File: config.mk
export PLATFORM = sky130hd
export DESIGN_NAME = nrdiv_seq
export DESIGN_NICKNAME = d
export VERILOG_FILES = /design/src/rtl/nrdiv_seq.sv
export SDC_FILE = /design/constraint.sdc
export NUM_CORES = 1
export LEC_CHECK = 0
export ABC_AREA = 0
export BUFFER_PORTS_ARGS = -buffer_cell sky130_fd_sc_hd__buf_4
export CAP_MARGIN = 25
export CORE_ASPECT_RATIO = 0.75
export CORE_MARGIN = 4
export CORE_UTILIZATION = 37
export CTS_BUF_LIST = sky130_fd_sc_hd__clkbuf_8
export DETAILED_ROUTE_END_ITERATION = 16
export HOLD_SLACK_MARGIN = 0.02
export PLACE_DENSITY = 0.65
export SLEW_MARGIN = 5
export SYNTH_ARGS = -nofsm -noshare
export SYNTH_HDL_FRONTEND = slang
export SYNTH_SLANG_ARGS = --single-unit
File: constraint.sdc
create_clock -name clk -period 3 [get_ports clk]
set_input_delay 0.15 -clock clk [delete_from_list [all_inputs] [get_ports clk]]
set_output_delay 0.15 -clock clk [all_outputs]
set_load 0.1 [all_outputs]
File: src/rtl/nrdiv_seq.sv
// nrdiv_seq: sequential non-restoring integer divider, signed or unsigned
// per operation, with a start/busy/done handshake.
//
// One quotient bit is produced per clock over N ITER cycles. A single FIX
// cycle then corrects the remainder and applies the result signs. Total
// latency is N+1 cycles from the accept edge. Divide-by-zero completes on
// the accept edge itself.
//
// Parameters:
//   N          operand, quotient and remainder width (minimum 2)
//
// Ports:
//   clk        clock, rising edge
//   reset      asynchronous active-low reset
//   start      request, sampled only while busy=0
//   signed_op  1 = two's-complement operation, 0 = unsigned (sampled with start)
//   dividend   numerator (sampled with start)
//   divisor    denominator (sampled with start)
//   quotient   registered quotient, held until the next completion
//   remainder  registered remainder (sign follows dividend)
//   busy       operation in progress
//   done       one-cycle pulse when results are valid
//   dbz        divide-by-zero flag, held with the results
//   ovf        (only with NRDIV_OVF_DETECT_EN) signed MIN / -1 overflow flag
//
// Optional feature macro: NRDIV_OVF_DETECT_EN
//
// state | meaning
// ------+----------------------------------------------------------
// IDLE  | waiting for start; divide-by-zero is resolved here
// ITER  | one non-restoring step per cycle, cnt = 0 .. N-1
// FIX   | remainder correction, sign application, done pulse
module nrdiv_seq #(
  parameter int N = 8
) (
  input  logic         clk,
  input  logic         reset,
  input  logic         start,
  input  logic         signed_op,
  input  logic [N-1:0] dividend,
  input  logic [N-1:0] divisor,
  output logic [N-1:0] quotient,
  output logic [N-1:0] remainder,
  output logic         busy,
  output logic         done,
  output logic         dbz
`ifdef NRDIV_OVF_DETECT_EN
  ,
  output logic         ovf
`endif
);

  localparam int CW = $clog2(N);

  localparam logic [1:0] S_IDLE = 2'd0;
  localparam logic [1:0] S_ITER = 2'd1;
  localparam logic [1:0] S_FIX  = 2'd2;

  logic [1:0]    state;
  logic [N:0]    a;
  logic [N-1:0]  q;
  logic [N-1:0]  m;
  logic [CW-1:0] cnt;
  logic          sign_q;
  logic          sign_r;

  logic          dd_neg;
  logic          dv_neg;
  logic [N-1:0]  dd_mag;
  logic [N-1:0]  dv_mag;
  logic [N:0]    a_sh;
  logic [N:0]    a_step;
  logic [N:0]    a_fix;
  logic [N-1:0]  q_out;
  logic [N-1:0]  r_out;
  logic          cnt_last;

  // Magnitudes fit in N unsigned bits, including |MIN| = 2^(N-1).
  assign dd_neg = signed_op & dividend[N-1];
  assign dv_neg = signed_op & divisor[N-1];
  assign dd_mag = dd_neg ? -dividend : dividend;
  assign dv_mag = dv_neg ? -divisor  : divisor;

  // A is N+1 bits; the shift may wrap mod 2^(N+1) but the add/subtract
  // result always lands back in [-M, M-1], so the sign bit is exact.
  assign a_sh   = {a[N-1:0], q[N-1]};
  assign a_step = a[N] ? (a_sh + {1'b0, m}) : (a_sh - {1'b0, m});
  assign a_fix  = a[N] ? (a + {1'b0, m}) : a;

  assign q_out    = sign_q ? -q : q;
  assign r_out    = sign_r ? -a_fix[N-1:0] : a_fix[N-1:0];
  assign cnt_last = (cnt == CW'(N - 1));

`ifdef NRDIV_OVF_DETECT_EN
  logic ovf_pend;
`endif

  always_ff @(posedge clk or negedge reset) begin
    if (!reset) begin
      state     <= S_IDLE;
      a         <= '0;
      q         <= '0;
      m         <= '0;
      cnt       <= '0;
      sign_q    <= 1'b0;
      sign_r    <= 1'b0;
      quotient  <= '0;
      remainder <= '0;
      busy      <= 1'b0;
      done      <= 1'b0;
      dbz       <= 1'b0;
`ifdef NRDIV_OVF_DETECT_EN
      ovf       <= 1'b0;
      ovf_pend  <= 1'b0;
`endif
    end else begin
      done <= 1'b0;
      case (state)
        S_IDLE: begin
          if (start) begin
`ifdef NRDIV_OVF_DETECT_EN
            ovf      <= 1'b0;
            ovf_pend <= signed_op && (dividend == {1'b1, {(N-1){1'b0}}}) &&
                        (divisor == '1);
`endif
            if (divisor == '0) begin
              quotient  <= '1;
              remainder <= dividend;
              dbz       <= 1'b1;
              done      <= 1'b1;
            end else begin
              a      <= '0;
              q      <= dd_mag;
              m      <= dv_mag;
              sign_q <= dd_neg ^ dv_neg;
              sign_r <= dd_neg;
              cnt    <= '0;
              busy   <= 1'b1;
              dbz    <= 1'b0;
              state  <= S_ITER;
            end
          end
        end
        S_ITER: begin
          a   <= a_step;
          q   <= {q[N-2:0], ~a_step[N]};
          cnt <= cnt + CW'(1);
          if (cnt_last) state <= S_FIX;
        end
        S_FIX: begin
          a         <= a_fix;
          quotient  <= q_out;
          remainder <= r_out;
          done      <= 1'b1;
          busy      <= 1'b0;
          state     <= S_IDLE;
`ifdef NRDIV_OVF_DETECT_EN
          ovf       <= ovf_pend;
`endif
        end
        default: state <= S_IDLE;
      endcase
    end
  end

endmodule

## Word-level counts from Yosys, hierarchy flattened

Cells that the tools add are included.

- Register bits after elaboration: 51
- Output and inout port bits: 19

- Add/subtract/negate cells: 8
- Eq/ne operators: 7
- Multiplexer cells: 31
- Bitwise operators: 5
- Reduce and logical (&&, ||, !) cells: 12

Operator list:

| cell | count |
|---|---|
| 8-bit 2-to-1 mux | 10 |
| 8-bit one-hot mux with 2 select lines | 3 |
| 9-bit 2-to-1 mux | 4 |
| 8-bit negator | 4 |
| 9-bit one-hot mux with 3 select lines | 1 |
| 9-bit by 8-bit adder with 9-bit output | 2 |
| 3-bit AND reduction | 6 |
| 9-bit by 8-bit subtractor with 9-bit output | 1 |
| 8-bit logical NOT | 1 |
| 2-bit != test, second input constant | 4 |
| 2-bit 2-to-1 mux | 3 |
| 3-bit 2-to-1 mux | 2 |
| 3-bit one-hot mux with 2 select lines | 1 |
| 1-bit 2-to-1 mux | 4 |
| 1-bit one-hot mux with 2 select lines | 2 |
| 2-bit one-hot mux with 2 select lines | 1 |
| 2-bit nonzero test | 2 |
| 3-bit by 1-bit adder with 3-bit output, second input constant | 1 |
| 3-bit == test, second input constant | 1 |
| 3-bit nonzero test | 1 |
| 1-bit bitwise AND | 2 |
| 2-bit by 1-bit == test with 1-bit output, second input constant | 1 |
| 2-bit == test, second input constant | 1 |
| 2-bit logical NOT | 1 |
| 3 further kinds | 4 |

## Longest topological paths before layout

Gate-level depths: netlist of run 1.

- Depth in word-level cells: 5
- Gate-level depth with buffers: 12

## Least setup slack after synthesis of run 1

Ideal clock, no wire load.

- Path kind: reg2reg
- Start: register a[8]
- End: register a[7]
- Arrival time: 2.724 ns
- Path slack: 0.148 ns
- Cell stages (with the launch flop): 12
- Buffers on the path: 2
- Path through: dfrtp_1 clkbuf_1 buf_1 mux2_2 ha_1 a21o_1 a21oi_1 o21ai_0 a21oi_1 a2111oi_0 a211oi_1 o21ai_0

- Cells in the longest elaborated chain, start to end: 2
- Elaborated cells on any way between the ends: 3
- Classes of those cells: mux (3)

RTL lines:

| what | RTL line | text |
|---|---|---|
| start, declared | 60 | `logic [N:0] a;` |
| start signal, assigned | 145 | `a <= a_step;` |
| start signal, assigned | 151 | `a <= a_fix;` |
| 9-bit 2-to-1 mux, on equally long branches | 88, 87 |  |
| 9-bit one-hot mux with 3 select lines (*) | 118 | `case (state)` |

Mark *: on every way between the ends. The rest lies on a longest branch, timed or not.
A chain may end at the register's enable or synchronous reset.

## Final worst setup path of run 1

- Start: register m[1]
- End: register a[7]

- Cells in the longest elaborated chain, start to end: 3
- Elaborated cells on any way between the ends: 6
- Classes of those cells: add/sub (3); mux (3)

RTL lines:

| what | RTL line | text |
|---|---|---|
| start, declared | 62 | `logic [N-1:0] m;` |
| start signal, assigned | 134 | `m <= dv_mag;` |
| 9-bit by 8-bit adder with 9-bit output (tied with other cells) | 88 | `assign a_fix = a[N] ? (a + {1'b0, m}) : a;` |
| 9-bit 2-to-1 mux, on equally long branches | 88, 87 |  |
| 9-bit one-hot mux with 3 select lines (*) | 118 |  |

Marked as above.

==> impl_metrics.yaml, run 1 <==
outcome:
  status: "finished clean"
critical_path:
  r2r-end: "a[7]"
  worstPathRequired_ns: 3.20
  cp.depth: 11
  critPathMaxStageDelay_ns: 0.50
  rrSetupSlack_ns: 0.24
  cp-end-kind: "flop"
  r2r-start: "m[1]"
  crit_chain: "inv_1, ha_1, mux2_2, ha_1, a21o_1, a21oi_1, o21ai_0, a21oi_2, a2111oi_1, a211oi_1, o21ai_0"
  path_buf_inv: 1
  r2r_cells: 11
  slowest_stage: "dfrtp_1"
  timing.critical_path.from: "m[1]"
  arrival_ns: 2.96
  setup.worst_path.end: "a[7]"
  critPathMaxFanout: 7
  critPathKind: "reg -> reg"
  start_kind: "flop"
  crit_family: "compound AO/OA/AOI/OAI gates"
detailed_routing:
  drt_iter0_drc: 276
  drc_errors: 0
  vias: 3399
  drt_wl_total_um: 10020
  routed_via_density: 5.600
  wl_per_cell_um: 16.50
  drt_first_pass_iters: 5
  ant_nets: 0
timing:
  hold_violations: 0
  max_freq_ghz: 0.3619
  setup_ws_ns: 0.2367
  finalCriticalPeriod_ns: 2.763
  worst_pin_slew_ns: 0.8882
  report.final.slew_viol_count: 0
  setup_viol: 0
  setup-tns-final_ns: 0
  final.setup_skew_ns: 0.01077
  timing.final.crit_share_pct: 92.11
  worst_hold_slack_ns: 0.05745
  maxSlewHeadroom_pct: 40.79
floorplan:
  pin_count: 39
  coreArea_um2: 9697
  die_width_um: 123.2
  row_count: 31
  fp.dieH_um: 94.37
  start_util_pct: 37.95
  die_area_um2: 11620
clocking:
  cts_tree: "yes"
  postCtsSetupBuffers: 0
  cts_num_sinks: 51
  insertion_delay_ns: 0.32
  numCtsBuffers: 5
  htreeDepth: 2
  cts_buffer_depth: 2
  clockRootBuffer: "clkbuf_8"
  clkTransAtPathRegs_ns: 0.10
power_and_ir_drop:
  leakage_nw: 1.935
  intPower_mw: 2.002
  p_comb_share_pct: 60.7
  seq_power_share_pct: 29.0
  p_sw_share_pct: 49.67
  clkPwrFrac_pct: 10.3
  p_sw_mw: 1.975
  powerDensity_nw_per_um2: 936.2
  ir_drop_v: 0.0003316
  power_mw: 3.977
synth:
  syn_avg_cell_area_um2: 8.518
  synth.ff_latch_count: 51
  syn_nets: 481
  netlist_instances: 432
  yosysTopAreaCellShare_pct: 34.68
  yosys_warnings: 0
  synth-edff-count: 0
  ys_top_cells_by_area: "dfrtp_1, ha_1, a21oi_1"
  yosysSeqAreaShare_pct: 34.68
  synth_ff_type: "dfrtp_1"
  synthTopCellsByCount: "dfrtp_1, nor2_1, nand2_1, a21oi_1, o21ai_0"
  ys_types: 55
  synth_area_um2: 3680
  synthMostInstantiatedCell: "dfrtp_1"
  async_reset_ff_share_pct: 100.0
  yosys.area.top_type: "dfrtp_1"
global_routing:
  grt_pass1_wl_um: 16240
  first_global_vias: 3194
  grt_overflow: 0
  grtUsageTotal_pct: 17.76
  grt_max_degree: 52
  antenna_found_initial: 0
final_layout:
  final_area_um2: 4248
  fill_cells: 955
  n_antenna_cell: 0
  drive_gt1_share_pct: 13.68
  synthToLayoutAreaGrowth_pct: 15.44
  nNetsFinal: 523
place:
  place_hpwl_um: 7753
  place.gp.congestion: 0.8883
  post_dp_cell_area_um2: 4139
  port_buffers: 38
  dp_slack_ns: 0.2210
min_path:
  hold_path.class: "in -> reg"
flow_run:
  maxCapViolCount: 0
-- how the worst min path moves through the flow --
stage          startpoint          end  slack, ns  cells after the start
4_1_cts        divisor[0]         m[0]       0.06                      3
6_report       divisor[0]         m[0]       0.06                      3
2_1_floorplan       reset         a[0]      -0.15                      0
3_5_place_dp        reset  quotient[6]       0.23                      1
3_3_place_gp        reset  quotient[6]       0.23                      1
5_1_grt        divisor[0]         m[0]       0.07                      3
-- state kept, by name, indices dropped and copies added, names as in the netlist --
register,count
state,2
m,8
a,9
quotient,8
sign_q,1
q,8
dbz,1
remainder,8
cnt,3
done,1
sign_r,1
busy,1
-- stage by stage --
step / instances / utilization (%)
2_1_floorplan: 432 / -
3_3_place_gp: 598 / 42.68
3_5_place_dp: 598 / 42.68
4_1_cts: 607 / 43.66
5_1_grt: 607 / 43.81
6_report: 607 / 43.81
-- cells by family after synthesis --
| family | count (synthesis) | synth area share, % |
|---|---|---|
| xor gates and xnor gates | 33 | 7.855 |
| DFF | 51 | 34.68 |
| AOI/OAI and AO/OA | 127 | 21.63 |
| adders and majority gates | 29 | 10.27 |
| muxes | 12 | 3.366 |
| and+or+nand+nor | 141 | 17.95 |
| buffers and inverters | 39 | 4.250 |
-- final cells by class --
cell class                 instances  area (µm²)  area share [%]
multi-input combinational        342        2261           53.23
timing repair buffer              48       362.8           8.542
sequential                        51        1276           30.04
tap                              132       165.2           3.888
clock buffer                       5       68.82           1.620
inverter                          26       97.59           2.297
clock inverter                     3       16.27          0.3829
-- worst reg2reg max path: stages, from the launching register on --
cell	delay, ns
dfrtp_1	0.50
inv_1	0.08
ha_1	0.27
mux2_2	0.28
ha_1	0.27
a21o_1	0.17
a21oi_1	0.23
o21ai_0	0.15
a21oi_2	0.25
a2111oi_1	0.12
a211oi_1	0.23
o21ai_0	0.10
-- what timing repair did --
item / CTS / global route
resized for setup: 0 / 5
hold endpoints to repair: 51 / 0
hold buffers: 1 / 0
endpoints found under the setup margin: 0 / 4
-- routing by layer --
metal	track usage, %	vias to the layer above	wire [µm]
met5	0	-	0
met4	3.134	0	91
met3	3.293	11	803
met2	25.55	143	4266
met1	27.74	1619	4855
li1	-	1626	-
-- cell usage in the layout, fill, tap and decap left out, types with 5 or more instances in the layout --
cell       n
o22ai_1    5
xnor2_1   19
a21oi_1   37
o22a_1     5
inv_1     27
nor3_1    12
o21ai_0   31
a31oi_1    7
buf_4     47
xor2_1    14
or3_1      7
nand2_1   41
nand3_1   13
dfrtp_1   51
mux2i_1    9
clkbuf_8   5
a22o_1     6
ha_1      27
nand2b_1   7
nor2_1    43
-- power groups by stage --
stage / clock, mW / sequential (mW) / combinational, mW
5_1_grt: 0.436 / 1.18 / 2.70
2_1_floorplan: 0 / 1.23 / 1.65
4_1_cts: 0.417 / 1.15 / 2.36
3_3_place_gp: 0 / 1.15 / 2.30
3_5_place_dp: 0 / 1.16 / 2.34
6_report: 0.408 / 1.15 / 2.41
(Power assumes the default switching activity.)
==> run 2: changes to the inputs <==
--- a/config.mk
+++ b/config.mk
@@ -14,6 +14,7 @@
 export CTS_BUF_LIST = sky130_fd_sc_hd__clkbuf_8
 export DETAILED_ROUTE_END_ITERATION = 16
 export HOLD_SLACK_MARGIN = 0.02
+export MAX_ROUTING_LAYER = met4
 export PLACE_DENSITY = 0.65
 export SLEW_MARGIN = 5
 export SYNTH_ARGS = -nofsm -noshare
==> run 2 against run 1 <==
  * Critical path depth did not move
  * Worst setup slack got worse by 0.054 ns
  * Clock power rose by 20%
  * Combinational power hardly changed
  * Global-route usage up 0.77 points
  * Critical path type unchanged
  * Highest routed layer unchanged
==> impl_metrics.yaml, run 2 (synthesis gave the netlist of run 1 again) <==
critical_path:
  r2r-start: "m[0]"
  setup.worst_path.end: "a[7]"
  crit_chain: "inv_1, ha_1, mux2_2, ha_1, a21o_1, a21oi_1, o21ai_0, a21oi_1, a2111oi_0, a211oi_1, o21ai_0"
  cp-end-kind: "flop"
  arrival_ns: 3.02
  timing.critical_path.from: "m[0]"
  critPathKind: "reg -> reg"
  crit_family: "compound AO/OA/AOI/OAI gates"
  critPathMaxFanout: 5
  path_buf_inv: 1
  r2r-end: "a[7]"
  r2r_cells: 11
  cp.depth: 11
  slowest_stage: "dfrtp_1"
  rrSetupSlack_ns: 0.18
  start_kind: "flop"
  worstPathRequired_ns: 3.20
  critPathMaxStageDelay_ns: 0.46
final_layout:
  nNetsFinal: 523
  final_util_pct: 43.95
  largest_reg_flops: 9
  regMostFlops: "a"
  drive_gt1_share_pct: 13.50
  fill_cells: 978
  synthToLayoutAreaGrowth_pct: 15.81
  final_common_cell: "dfrtp_1"
  final_cell_mix: "dfrtp_1, buf_4, nor2_1, nand2_1, a21oi_1"
  n_antenna_cell: 0
  fin_cells: 606
floorplan:
  coreArea_um2: 9697
  die_area_um2: 11620
  row_count: 31
  start_util_pct: 37.95
  fp.dieH_um: 94.37
  pin_count: 39
  die_width_um: 123.2
power_and_ir_drop:
  power_mw: 4.035
  leakage_nw: 1.939
  powerDensity_nw_per_um2: 946.7
  ir_drop_v: 0.0005101
detailed_routing:
  drt_wl_total_um: 9905
  wl_per_cell_um: 16.34
  drt_first_pass_iters: 5
  drt_iter0_drc: 255
  ant_nets: 0
  drc_errors: 0
  routed_via_density: 5.497
  vias: 3331
place:
  place_hpwl_um: 7773
  place.gp.congestion: 0.9079
  port_buffers: 38
  placed_cells: 598
outcome:
  status: "finished clean"
flow_run:
  maxCapViolCount: 0
min_path:
  min_from: "divisor[0]"
  hold_path.class: "in -> reg"
timing:
  finalCriticalPeriod_ns: 2.817
  max_freq_ghz: 0.3550
  hold_violations: 0
  rsz0062_at_grt: "false"
  report.final.slew_viol_count: 0
  worst_pin_slew_ns: 0.8823
  setup_viol: 0
  timing.final.crit_share_pct: 93.90
  final.setup_skew_ns: 0.004292
  setup-tns-final_ns: 0
  maxSlewHeadroom_pct: 41.18
global_routing:
  grt_overflow: 0
  grtUsageTotal_pct: 18.52
  antenna_found_initial: 0
  grt_pass1_wl_um: 16440
  first_global_vias: 3118
  grt_max_degree: 52
clocking:
  clockRootBuffer: "clkbuf_8"
  cts_tree: "yes"
  insertion_delay_ns: 0.32
  htreeDepth: 2
  cts_buffer_depth: 2
  numCtsBuffers: 5
  clkTransAtPathRegs_ns: 0.10
  cts_num_sinks: 51
==> run 2: per-layer routing <==
metal | up-vias | track usage (%) | wire (µm)
li1 | 1618 | - | -
met1 | 1559 | 27.44 | 4910
met2 | 140 | 25.06 | 3945
met3 | 14 | 4.311 | 886
met4 | 0 | 5.069 | 163
met5 | - | - | 0
==> run 2: cell type report <==
cell class	instances	area, µm²	share of cell area, %
multi-input cells	342	2252	52.85
flip-flops and latches	51	1277	29.98
repair buffers	48	362.8	8.514
well taps	132	165.2	3.876
inverters	26	97.59	2.290
clock buffers	5	68.82	1.615
clock inverters	2	37.54	0.8808
==> run 2: tightest hold or removal path, cell delays in order <==
cell and delay (ns):
buf_4 0.09, nand2_1 0.04, o21ai_0 0.07
==> run 2: timing repair <==
action,in CTS,in global routing
endpoints found under the setup margin,0,3
buffers inserted,0,0
gates resized for setup,0,5
hold endpoints to repair,51,0
hold buffers,1,0
==> run 2: worst min-delay path by stage <==
stage,slack [ns],to,cells past startpoint
after global routing,0.1,m[0],3
after detailed placement,0.23,quotient[3],1
after CTS,0.07,m[0],3
after global placement,0.23,quotient[6],1
after floorplan,-0.15,a[0],0
final,0.07,m[0],3
==> run 2: metrics by stage <==
| stage | hold slack [ns] | worst slack (ns) | cell area [µm²] |
|---|---|---|---|
| after CTS | 0.06519 | 0.1413 | 4255 |
| after detailed placement | 0.2282 | 0.1678 | 4139 |
| after global routing | 0.09585 | 0.01310 | 4262 |
| final | 0.07043 | 0.1831 | 4262 |
| after global placement | 0.2279 | 0.2471 | 4139 |
| after floorplan | -0.1456 | 0.1481 | 3680 |
==> run 2: report_power, final <==
group	internal [mW]	switching, mW	total (mW)
sequential	0.874	0.280	1.15
combinational	0.962	1.43	2.39
clock	0.244	0.244	0.488
total	2.08	1.95	4.03
==> run 3: changes to the inputs <==
--- a/config.mk
+++ b/config.mk
@@ -8,7 +8,7 @@
 export ABC_AREA = 0
 export BUFFER_PORTS_ARGS = -buffer_cell sky130_fd_sc_hd__buf_4
 export CAP_MARGIN = 25
-export CORE_ASPECT_RATIO = 0.75
+export CORE_ASPECT_RATIO = 1.1
 export CORE_MARGIN = 4
 export CORE_UTILIZATION = 37
 export CTS_BUF_LIST = sky130_fd_sc_hd__clkbuf_8
==> run 3 against run 2 <==
  * Total power down 1.4%
  * Non-clock buffer count decreased by 1
  * Count of clock-buffer cells in the layout unchanged
  * Critical endpoint is now a[8]
  * Hold slack better by 0.014 ns
  * Sequential power hardly changed
  * Worst setup slack improved by 0.047 ns
  * Combinational power fell by 2%
  * Highest routed layer unchanged
  * Largest power group unchanged
  * Critical path type unchanged
  * Fmax is 1.7% higher
  * Largest cell class unchanged
==> impl_metrics.yaml, run 3 (synthesis gave the netlist of run 1 again) <==
critical_path:
  start_kind: "flop"
  crit_chain: "inv_1, ha_1, mux2_2, inv_1, fa_1, nor2b_1, o21ai_0, a21boi_0, o21ai_1, a21oi_1, xor2_1, o22ai_1"
  cp_common_cell: "inv_1"
  slowest_stage: "dfrtp_1"
  critPathMaxStageDelay_ns: 0.44
  cp-end-kind: "flop"
  critPathKind: "reg -> reg"
  critPathMaxFanout: 5
  worstPathRequired_ns: 3.19
  arrival_ns: 2.96
detailed_routing:
  drt_wl_total_um: 9453
  routed_via_density: 5.496
  drc_errors: 0
  drt_iter0_drc: 191
  ant_nets: 0
  wl_per_cell_um: 15.99
  drt_first_pass_iters: 5
  vias: 3248
floorplan:
  die_width_um: 103.1
  row_count: 37
  coreArea_um2: 9537
  pin_count: 39
  fp.dieH_um: 112.6
  start_util_pct: 38.59
  die_area_um2: 11610
final_layout:
  n_antenna_cell: 0
  synthToLayoutAreaGrowth_pct: 15.30
  largest_reg_flops: 9
  regMostFlops: "a"
  fill_cells: 959
  nNetsFinal: 522
  final_common_cell: "dfrtp_1"
  drive_gt1_share_pct: 13.50
  fin_cells: 591
  final_cell_mix: "dfrtp_1, buf_4, nor2_1, nand2_1, a21oi_1"
clocking:
  clkTransAtPathRegs_ns: 0.10
  insertion_delay_ns: 0.31
  cts_buffer_depth: 2
  htreeDepth: 2
  cts_num_sinks: 51
  clockRootBuffer: "clkbuf_8"
  numCtsBuffers: 5
  cts_tree: "yes"
global_routing:
  grt_max_degree: 52
  grt_overflow: 0
  grtUsageTotal_pct: 17.59
  first_global_vias: 3250
  antenna_found_initial: 0
  grt_pass1_wl_um: 16210
timing:
  rsz0062_at_grt: "true"
  hold_violations: 0
  worst_hold_slack_ns: 0.08458
  worst_pin_slew_ns: 0.9680
  report.final.slew_viol_count: 0
  maxSlewHeadroom_pct: 35.03
  timing.final.crit_share_pct: 92.32
  final.setup_skew_ns: 0.01099
  setup_viol: 0
  finalCriticalPeriod_ns: 2.770
  max_freq_ghz: 0.3611
place:
  place_hpwl_um: 7412
  place.gp.congestion: 0.8682
  placed_cells: 582
  port_buffers: 38
power_and_ir_drop:
  powerDensity_nw_per_um2: 937.6
  ir_drop_v: 0.0002946
  leakage_nw: 1.943
min_path:
  hold_path.class: "in -> reg"
outcome:
  status: "finished clean"
flow_run:
  maxCapViolCount: 0
## run 3: cell count changes in the layout (fill, tap and decap cells not counted), sizes merged
cell	delta
clkinvlp	-1
clkinv	+1
inv	+1
buf	-1
## run 3: final cells by class
class	instances	area (µm²)	share of cell area [%]
repair buffers	47	355.3	8.375
multi-input cells	342	2250	53.02
flip-flops and latches	51	1277	30.11
inverters	26	97.59	2.300
well taps	117	146.4	3.450
clock inverters	3	47.55	1.121
clock buffers	5	68.82	1.622
## run 3: worst paths after layout
kind / startpoint / cells after the start / end / slack (ns)
max: m[0] / 12 / a[8] / 0.23
min: divisor[0] / 3 / m[0] / 0.08
max reg2reg: m[0] / 12 / a[8] / 0.23
min reg2reg: dbz / 2 / dbz / 0.50
max in group asynchronous: reset / 2 / m[1] / 2.12
min in group asynchronous: reset / 2 / quotient[3] / 0.38
## run 3: timing repair
action / CTS / global route
endpoints found under the hold margin: 51 / 0
setup buffers: 0 / 0
setup endpoints to repair: 0 / 3
hold buffers: 1 / 0
gates resized for setup: 0 / 3
## run 3: per-layer routing
| metal | track usage (%) | wire length [µm] |
|---|---|---|
| met1 | 25.62 | 4523 |
| met2 | 26.49 | 4268 |
| met3 | 1.678 | 517 |
| met4 | 3.800 | 143 |
| met5 | - | 0 |
## run 3: metrics by stage
step | area (µm²) | total power, mW | setup TNS [ns] | util, % | worst slack, ns
global placement | 4113 | 3.394 | 0 | 43.13 | 0.2887
global route | 4243 | 4.358 | -0.02666 | 44.49 | -0.02666
detailed placement | 4113 | 3.471 | 0 | 43.13 | 0.2045
floorplan | 3680 | 2.873 | 0 | - | 0.1481
finish | 4243 | 3.978 | 0 | 44.49 | 0.2304
CTS | 4239 | 3.985 | 0 | 44.45 | 0.1688
## run 3: power by group
group	switching, mW	internal [mW]
clock	0.256	0.254
sequential	0.248	0.874
combinational	1.39	0.954
total	1.90	2.08
## run 3: worst max-delay path: cells and delay by family (launching register included)
kind            cells  cell delay (ns)
compound gates      5             0.90
fa+ha+maj           2             0.70
flops               1             0.44
xor+xnor            1             0.19
mux                 1             0.17
buf+inv             2             0.14
simple gates        1             0.11
